**src/rtl/axi_stream_strip_header_if.sv**
```systemverilog
// Bundle of config, input stream, payload and header handshakes for the header stripper.
// slave = the stripper itself, master = the surrounding logic that feeds and drains it.
interface axi_stream_strip_header_if #(
  parameter int DATA_WD      = 32,
  parameter int DATA_BYTE_WD = DATA_WD / 8,
  parameter int BYTE_CNT_WD  = $clog2(DATA_BYTE_WD)
);
  logic                    valid_strip;
  logic [BYTE_CNT_WD-1:0]  byte_strip_cnt;
  logic                    ready_strip;

  logic                    valid_in;
  logic [DATA_WD-1:0]      data_in;
  logic [DATA_BYTE_WD-1:0] keep_in;
  logic                    last_in;
  logic                    ready_in;

  logic                    valid_out;
  logic [DATA_WD-1:0]      data_out;
  logic [DATA_BYTE_WD-1:0] keep_out;
  logic                    last_out;
  logic                    ready_out;

  logic                    valid_hdr;
  logic [DATA_WD-1:0]      data_hdr;
  logic [DATA_BYTE_WD-1:0] keep_hdr;
  logic                    ready_hdr;

  modport slave (
    input  valid_strip, byte_strip_cnt,
    output ready_strip,
    input  valid_in, data_in, keep_in, last_in,
    output ready_in,
    output valid_out, data_out, keep_out, last_out,
    input  ready_out,
    output valid_hdr, data_hdr, keep_hdr,
    input  ready_hdr
  );

  modport master (
    output valid_strip, byte_strip_cnt,
    input  ready_strip,
    output valid_in, data_in, keep_in, last_in,
    input  ready_in,
    input  valid_out, data_out, keep_out, last_out,
    output ready_out,
    input  valid_hdr, data_hdr, keep_hdr,
    output ready_hdr
  );
endinterface

```
**src/rtl/axi_stream_strip_header.sv**
```systemverilog
// Strips an N-byte leading header from an AXI-Stream packet onto a separate header port
// (right-aligned) and emits the remaining payload realigned to byte 0 (the MSB byte).
module axi_stream_strip_header #(
  parameter int DATA_WD      = 32,
  parameter int DATA_BYTE_WD = DATA_WD / 8,
  parameter int BYTE_CNT_WD  = $clog2(DATA_BYTE_WD)
) (
  input logic clk,
  input logic rst_n,
  axi_stream_strip_header_if.slave bus
);

  localparam int W     = DATA_BYTE_WD;
  localparam int CNT_W = BYTE_CNT_WD + 1;
  localparam int P_W   = CNT_W + 1;
  localparam logic [CNT_W-1:0] W_CNT    = CNT_W'(W);
  localparam logic [P_W-1:0]   W_PCNT   = P_W'(W);
  localparam logic [W-1:0]     ALL_KEEP = '1;

  typedef enum logic [1:0] {IDLE, FIRST, STREAM, FLUSH} state_e;

  state_e             state_q, state_d;
  logic [CNT_W-1:0]   n_q, n_d;
  logic [DATA_WD-1:0] res_q, res_d;
  logic [CNT_W-1:0]   res_cnt_q, res_cnt_d;

  logic               valid_out_q, valid_out_d;
  logic [DATA_WD-1:0] data_out_q, data_out_d;
  logic [W-1:0]       keep_out_q, keep_out_d;
  logic               last_out_q, last_out_d;

  logic               valid_hdr_q, valid_hdr_d;
  logic [DATA_WD-1:0] data_hdr_q, data_hdr_d;
  logic [W-1:0]       keep_hdr_q, keep_hdr_d;

  logic               ready_in;
  logic               out_free;
  logic               hdr_free;
  logic [CNT_W-1:0]   k_cnt;
  logic [CNT_W-1:0]   r_cnt;
  logic [CNT_W-1:0]   m_cnt;
  logic [P_W-1:0]     p_cnt;
  logic [DATA_WD-1:0] masked_in;
  logic [DATA_WD-1:0] merged;

  function automatic logic [CNT_W-1:0] popcount(input logic [W-1:0] keep);
    popcount = '0;
    for (int i = 0; i < W; i++) begin
      popcount = popcount + CNT_W'(keep[i]);
    end
  endfunction

  function automatic logic [DATA_WD-1:0] byte_mask(input logic [W-1:0] keep);
    byte_mask = '0;
    for (int i = 0; i < W; i++) begin
      byte_mask[8*i +: 8] = {8{keep[i]}};
    end
  endfunction

  // Keep with the top p byte lanes set; p may equal W.
  function automatic logic [W-1:0] top_keep(input logic [P_W-1:0] p);
    top_keep = ~(ALL_KEEP >> p);
  endfunction

  assign out_free  = !valid_out_q || bus.ready_out;
  assign hdr_free  = !valid_hdr_q || bus.ready_hdr;
  assign k_cnt     = popcount(bus.keep_in);
  assign r_cnt     = W_CNT - n_q;
  assign m_cnt     = (bus.last_in && (k_cnt < n_q)) ? k_cnt : n_q;
  assign p_cnt     = {1'b0, r_cnt} + {1'b0, k_cnt};
  assign masked_in = bus.data_in & byte_mask(bus.keep_in);
  // Non-last beats are treated as fully kept, so only the last beat uses the masked copy.
  assign merged    = res_q | ((bus.last_in ? masked_in : bus.data_in) >> {r_cnt, 3'b000});

  always_comb begin
    state_d     = state_q;
    n_d         = n_q;
    res_d       = res_q;
    res_cnt_d   = res_cnt_q;
    valid_out_d = valid_out_q;
    data_out_d  = data_out_q;
    keep_out_d  = keep_out_q;
    last_out_d  = last_out_q;
    valid_hdr_d = valid_hdr_q;
    data_hdr_d  = data_hdr_q;
    keep_hdr_d  = keep_hdr_q;
    ready_in    = 1'b0;

    if (bus.ready_out) begin
      valid_out_d = 1'b0;
    end
    if (valid_hdr_q && bus.ready_hdr) begin
      valid_hdr_d = 1'b0;
      data_hdr_d  = '0;
      keep_hdr_d  = '0;
    end

    unique case (state_q)
      IDLE: begin
        if (bus.valid_strip) begin
          n_d       = CNT_W'(bus.byte_strip_cnt) + CNT_W'(1);
          res_d     = '0;
          res_cnt_d = '0;
          state_d   = FIRST;
        end
      end

      FIRST: begin
        ready_in = out_free && hdr_free;
        if (bus.valid_in && ready_in) begin
          valid_hdr_d = 1'b1;
          data_hdr_d  = bus.data_in >> {(W_CNT - m_cnt), 3'b000};
          keep_hdr_d  = ~(ALL_KEEP << m_cnt);
          res_d       = bus.data_in << {n_q, 3'b000};
          if (bus.last_in) begin
            // A short packet may end inside the header, leaving nothing to emit.
            if (k_cnt > n_q) begin
              valid_out_d = 1'b1;
              data_out_d  = masked_in << {n_q, 3'b000};
              keep_out_d  = top_keep({1'b0, k_cnt - n_q});
              last_out_d  = 1'b1;
            end
            res_d   = '0;
            state_d = IDLE;
          end else begin
            state_d = STREAM;
          end
        end
      end

      STREAM: begin
        ready_in = out_free;
        if (bus.valid_in && ready_in) begin
          valid_out_d = 1'b1;
          data_out_d  = merged;
          if (!bus.last_in) begin
            keep_out_d = ALL_KEEP;
            last_out_d = 1'b0;
            res_d      = bus.data_in << {n_q, 3'b000};
          end else if (p_cnt <= W_PCNT) begin
            keep_out_d = top_keep(p_cnt);
            last_out_d = 1'b1;
            res_d      = '0;
            state_d    = IDLE;
          end else begin
            keep_out_d = ALL_KEEP;
            last_out_d = 1'b0;
            res_d      = masked_in << {n_q, 3'b000};
            res_cnt_d  = CNT_W'(p_cnt - W_PCNT);
            state_d    = FLUSH;
          end
        end
      end

      FLUSH: begin
        if (out_free) begin
          valid_out_d = 1'b1;
          data_out_d  = res_q;
          keep_out_d  = top_keep({1'b0, res_cnt_q});
          last_out_d  = 1'b1;
          res_d       = '0;
          res_cnt_d   = '0;
          state_d     = IDLE;
        end
      end

      default: state_d = IDLE;
    endcase
  end

  always_ff @(posedge clk or negedge rst_n) begin
    if (!rst_n) begin
      state_q     <= IDLE;
      n_q         <= '0;
      res_q       <= '0;
      res_cnt_q   <= '0;
      valid_out_q <= 1'b0;
      data_out_q  <= '0;
      keep_out_q  <= '0;
      last_out_q  <= 1'b0;
      valid_hdr_q <= 1'b0;
      data_hdr_q  <= '0;
      keep_hdr_q  <= '0;
    end else begin
      state_q     <= state_d;
      n_q         <= n_d;
      res_q       <= res_d;
      res_cnt_q   <= res_cnt_d;
      valid_out_q <= valid_out_d;
      data_out_q  <= data_out_d;
      keep_out_q  <= keep_out_d;
      last_out_q  <= last_out_d;
      valid_hdr_q <= valid_hdr_d;
      data_hdr_q  <= data_hdr_d;
      keep_hdr_q  <= keep_hdr_d;
    end
  end

  assign bus.ready_strip = (state_q == IDLE);
  assign bus.ready_in    = ready_in;
  assign bus.valid_out   = valid_out_q;
  assign bus.data_out    = data_out_q;
  assign bus.keep_out    = keep_out_q;
  assign bus.last_out    = last_out_q;
  assign bus.valid_hdr   = valid_hdr_q;
  assign bus.data_hdr    = data_hdr_q;
  assign bus.keep_hdr    = keep_hdr_q;

endmodule

```
**src/flat_wrapper.sv**
```systemverilog
// flat-port wrapper written by rule: the top's interface ports become plain ports
module axi_stream_strip_header_flat 
#(
  parameter int DATA_WD      = 32,
  parameter int DATA_BYTE_WD = DATA_WD / 8,
  parameter int BYTE_CNT_WD  = $clog2(DATA_BYTE_WD)
)
  (clk, rst_n, bus_valid_strip, bus_byte_strip_cnt, bus_ready_strip, bus_valid_in, bus_data_in, bus_keep_in, bus_last_in, bus_ready_in, bus_valid_out, bus_data_out, bus_keep_out, bus_last_out, bus_ready_out, bus_valid_hdr, bus_data_hdr, bus_keep_hdr, bus_ready_hdr);
  axi_stream_strip_header_if #(.DATA_WD(DATA_WD), .DATA_BYTE_WD(DATA_BYTE_WD), .BYTE_CNT_WD(BYTE_CNT_WD)) bus_i ();
  input logic clk;
  input logic rst_n;
  input wire logic [$bits(bus_i.valid_strip)-1:0] bus_valid_strip;
  input wire logic [$bits(bus_i.byte_strip_cnt)-1:0] bus_byte_strip_cnt;
  output wire logic [$bits(bus_i.ready_strip)-1:0] bus_ready_strip;
  input wire logic [$bits(bus_i.valid_in)-1:0] bus_valid_in;
  input wire logic [$bits(bus_i.data_in)-1:0] bus_data_in;
  input wire logic [$bits(bus_i.keep_in)-1:0] bus_keep_in;
  input wire logic [$bits(bus_i.last_in)-1:0] bus_last_in;
  output wire logic [$bits(bus_i.ready_in)-1:0] bus_ready_in;
  output wire logic [$bits(bus_i.valid_out)-1:0] bus_valid_out;
  output wire logic [$bits(bus_i.data_out)-1:0] bus_data_out;
  output wire logic [$bits(bus_i.keep_out)-1:0] bus_keep_out;
  output wire logic [$bits(bus_i.last_out)-1:0] bus_last_out;
  input wire logic [$bits(bus_i.ready_out)-1:0] bus_ready_out;
  output wire logic [$bits(bus_i.valid_hdr)-1:0] bus_valid_hdr;
  output wire logic [$bits(bus_i.data_hdr)-1:0] bus_data_hdr;
  output wire logic [$bits(bus_i.keep_hdr)-1:0] bus_keep_hdr;
  input wire logic [$bits(bus_i.ready_hdr)-1:0] bus_ready_hdr;
  assign bus_i.valid_strip = bus_valid_strip;
  assign bus_i.byte_strip_cnt = bus_byte_strip_cnt;
  assign bus_ready_strip = bus_i.ready_strip;
  assign bus_i.valid_in = bus_valid_in;
  assign bus_i.data_in = bus_data_in;
  assign bus_i.keep_in = bus_keep_in;
  assign bus_i.last_in = bus_last_in;
  assign bus_ready_in = bus_i.ready_in;
  assign bus_valid_out = bus_i.valid_out;
  assign bus_data_out = bus_i.data_out;
  assign bus_keep_out = bus_i.keep_out;
  assign bus_last_out = bus_i.last_out;
  assign bus_i.ready_out = bus_ready_out;
  assign bus_valid_hdr = bus_i.valid_hdr;
  assign bus_data_hdr = bus_i.data_hdr;
  assign bus_keep_hdr = bus_i.keep_hdr;
  assign bus_i.ready_hdr = bus_ready_hdr;
  axi_stream_strip_header #(.DATA_WD(DATA_WD), .DATA_BYTE_WD(DATA_BYTE_WD), .BYTE_CNT_WD(BYTE_CNT_WD)) u_core (.clk(clk), .rst_n(rst_n), .bus(bus_i));
endmodule
```
**config.mk**
```make
export PLATFORM = sky130hd
export DESIGN_NAME = axi_stream_strip_header_flat
export DESIGN_NICKNAME = d
export VERILOG_FILES = /design/src/rtl/axi_stream_strip_header_if.sv /design/src/rtl/axi_stream_strip_header.sv /design/src/flat_wrapper.sv
export SDC_FILE = /design/constraint.sdc
export NUM_CORES = 1
export LEC_CHECK = 0
export ABC_AREA = 1
export CORE_ASPECT_RATIO = 1.2
export CORE_MARGIN = 8
export CORE_UTILIZATION = 55
export CTS_BUF_LIST = sky130_fd_sc_hd__clkbuf_8
export DETAILED_ROUTE_END_ITERATION = 10
export PLACE_DENSITY = 0.8
export SLEW_MARGIN = 25
export SYNTH_ARGS = -nofsm -noshare
export SYNTH_HDL_FRONTEND = slang
export SYNTH_SLANG_ARGS = --single-unit
```
**constraint.sdc**
```tcl
create_clock -name clk -period 3.53 [get_ports clk]
set_clock_uncertainty 0.1 [all_clocks]
set_input_delay 0.8825 -clock clk [delete_from_list [all_inputs] [get_ports clk]]
set_output_delay 0.8825 -clock clk [all_outputs]
set_load 0.005 [all_outputs]
```
==> impl_metrics.tcl <==
set metrics [dict create \
    synth_nets 1355 \
    grt_max_degree 63 \
    worstSetupStartpointType "primary input" \
    dp_hpwl_um 22100 \
    synth_area_sq_um 8490 \
    vias_per_cell 5.84 \
    whs_ps 346 \
    synth-seq-cells 115 \
    grt_pass1_wl_um 48600 \
    synth.avg_cell_area_sq_um 6.58 \
    synthTopCellsByCount "nand2_1, nand3_1, dfrtp_1" \
    cts_sinks 115 \
    io_buffers 121 \
    vdd_ir_drop_max_mv 0.821 \
    die_area_sq_um 19700 \
    p_leak_uw 0.00551 \
    max_slew_margin_pct 55.9 \
    yosys_warnings 0 \
    fmax_ghz 0.286 \
    seqPwrFrac_pct 21.6 \
    insertion_delay_ps 450 \
    hp-class "in -> async" \
    setup_viol 0 \
    diodes 0 \
    syn2layout_area_growth_pct 26.6 \
    post-route-period-util_pct 99.1 \
    crit_chain "buf_8 > ha_4 > inv_2 > fa_2 > inv_4 > ha_4 > ha_4 > nand3_2 > nand2_2 > inv_4 > nand3_4 > nand2_2 > o21a_1 > inv_2 > ha_4 > ha_4 > nand2_4 > nor2_4 > buf_6 > inv_8 > o31ai_2" \
    synth_top_area_share_pct 33.9 \
    ant_nets 0 \
    gr-total-overflow 0 \
    wl_per_cell_um 18.7 \
    drive_gt1_share_pct 12.0 \
    ctsHtreeMaxLevel 4 \
    drv_cap 0 \
    drtIter0Drc 1400 \
    drt-total-wl_um 30700 \
    yosys.area.top_type "dfrtp_1" \
    coreArea_sq_um 15100 \
    cp_max_fo 8 \
    switching_share_pct 49.1 \
    power.density_nw_per_um2 896 \
    clkSlewWorstSetupHoldPaths_ps 80 \
    hold_buffers 0 \
    numCtsBuffers 17 \
    dr_total_vias 9586 \
    rsz0062_at_grt "true" \
    end_kind "register" \
    place.gp.congestion 0.994 \
    drt-pass1-iter-count 6 \
    cellInternalPower_uw 4900 \
    root_buffer "clkbuf_8" \
    combPwrFrac_pct 64.8 \
    slowest_stage "fa_2" \
    cts_max_path_buffers 2 \
    yosysSeqAreaShare_pct 33.9 \
    timing.final.max_slew_violations 0 \
    power_switching_uw 4730 \
    period_minus_slack_ps 3500 \
    grt_pass1_vias 9026 \
    grtUsageTotal_pct 31.1 \
    die_y_um 152 \
    die_w_um 129 \
    antenna_found_initial 0 \
    synthFlopType "dfrtp_1" \
    cts_tree "done" \
    synth.distinct_cells 44 \
    critical_path_class "in -> reg" \
    synthArstFlopShare_pct 100 \
    hold_violations 0 \
    total_power_uw 9630 \
    tightest_slew_ps 661 \
    critical_path_required_ps 3800 \
    ioPinCount 122 \
    synthTopCellsByArea "dfrtp_1, nand2_1, nand3_1" \
    initial_core_util_pct 56.3 \
    synth-edff-count 0 \
    rows 49 \
    cpMostUsedCell "ha_4" \
    status "finished, final reports clean" \
    final_nets 1489 \
    critPathArrivalTime_ps 3770 \
    yosysMostFrequentCell "nand2_1" \
    drc_errors 0 \
    slowest_delay_ps 370 \
    clockPowerShare_pct 13.6 \
    synth_cells 1291 \
]
-- worst paths after layout --
kind	start	to	slack, ps	cells after the start
worst max-delay path	bus_keep_in[1]	u_core.bus.data_hdr[24]	30	21
worst min-delay path	rst_n	u_core.bus.valid_hdr	350	1
worst max register to register	u_core.n_q[1]	u_core.bus.data_hdr[24]	530	14
worst min register to register	u_core.res_cnt_q[1]	u_core.res_cnt_q[1]	380	2
max in group asynchronous	rst_n	u_core.bus.data_out[12]	2210	2
min in group clk	u_core.res_cnt_q[1]	u_core.res_cnt_q[1]	380	2
-- state kept, by name, summed over array words and instances, names as in the netlist --
signal and flops:
u_core.bus.data_hdr 32, u_core.bus.data_out 32, u_core.res_q 32, u_core.bus.keep_hdr 4
u_core.bus.keep_out 4, u_core.n_q 3, u_core.res_cnt_q 3, u_core.state_q 2
u_core.bus.last_out 1, u_core.bus.valid_hdr 1, u_core.bus.valid_out 1
-- through the flow --
step                      utilization (%)  setup TNS (ps)  area [sq um]  setup WS (ps)  cells
after detailed placement             67.6          -52010         10200           -718   1603
after global placement               67.6          -45810         10200           -625   1603
final                                71.3               0         10800           30.8   1642
after global routing                 71.3           -66.1         10800          -38.4   1642
after CTS                            70.7               0         10700           62.2   1639
after floorplan                         -           -7140          8580           -288   1291
-- placed cells by master, fill, tap and decap left out, types with 6 or more instances in the layout --
master and instances:
nand2_1 508, nand3_1 139, clkdlybuf4s50_1 115, dfrtp_1 114
inv_1 91, nor2_1 81, o21ai_0 64, buf_4 64
a21oi_1 36, o221ai_1 21, o22ai_1 19, clkbuf_8 18
inv_2 13, o211ai_1 9, ha_1 9, o21ai_1 8
a211oi_1 8, a221oi_1 8, nand3_2 7, o31ai_2 7
nand4_1 7, a22oi_1 7, ha_4 7, nand2_2 6
nand2_4 6
-- metal layers --
layer,GRT usage [%],vias to the layer above,wire length [um]
li1,-,4498,-
met1,41.9,4366,12400
met2,46.1,641,13500
met3,7.21,81,3490
met4,14.2,0,1260
met5,0,-,0
-- what timing repair did --
item	CTS	global route
setup endpoints to repair	68	22
pin swaps	7	4
gates cloned	1	0
gates resized for setup	22	17
buffers inserted	3	3
-- power by group through the flow --
stage	sequential, uW	clock (uW)	combinational, uW
finish	2080	1310	6250
global route	2130	1380	6780
CTS	2070	1320	6100
detailed placement	2090	0	6010
global placement	2070	0	5940
floorplan	2060	0	3720
-- area by class of cell --
| class | count | area [sq um] |
|---|---|---|
| clock buffers | 18 | 248 |
| clock inverters | 14 | 165 |
| fillers | 1283 | 4330 |
| inverters | 109 | 425 |
| multi-input cells | 990 | 4970 |
| flip-flops and latches | 115 | 2880 |
| well taps | 204 | 255 |
| repair buffers | 191 | 1800 |
| repair inverters | 1 | 11.3 |
-- critical path: cells and delay by family --
| kind | cells | cell delay [ps] |
|---|---|---|
| adder cells (fa/ha/maj) | 6 | 1410 |
| AO/OA/AOI/OAI | 2 | 380 |
| buffers and inverters | 7 | 540 |
| AND/OR/NAND/NOR | 6 | 550 |
-- cell families after synthesis --
group	share of synthesized area (%)
simple gates	37.8
compound gates	15.5
buf+inv	9.57
flops	33.9
fa+ha+maj	3.06
xor+xnor	0.192
No activity file was read; power rests on OpenSTA's default activity.
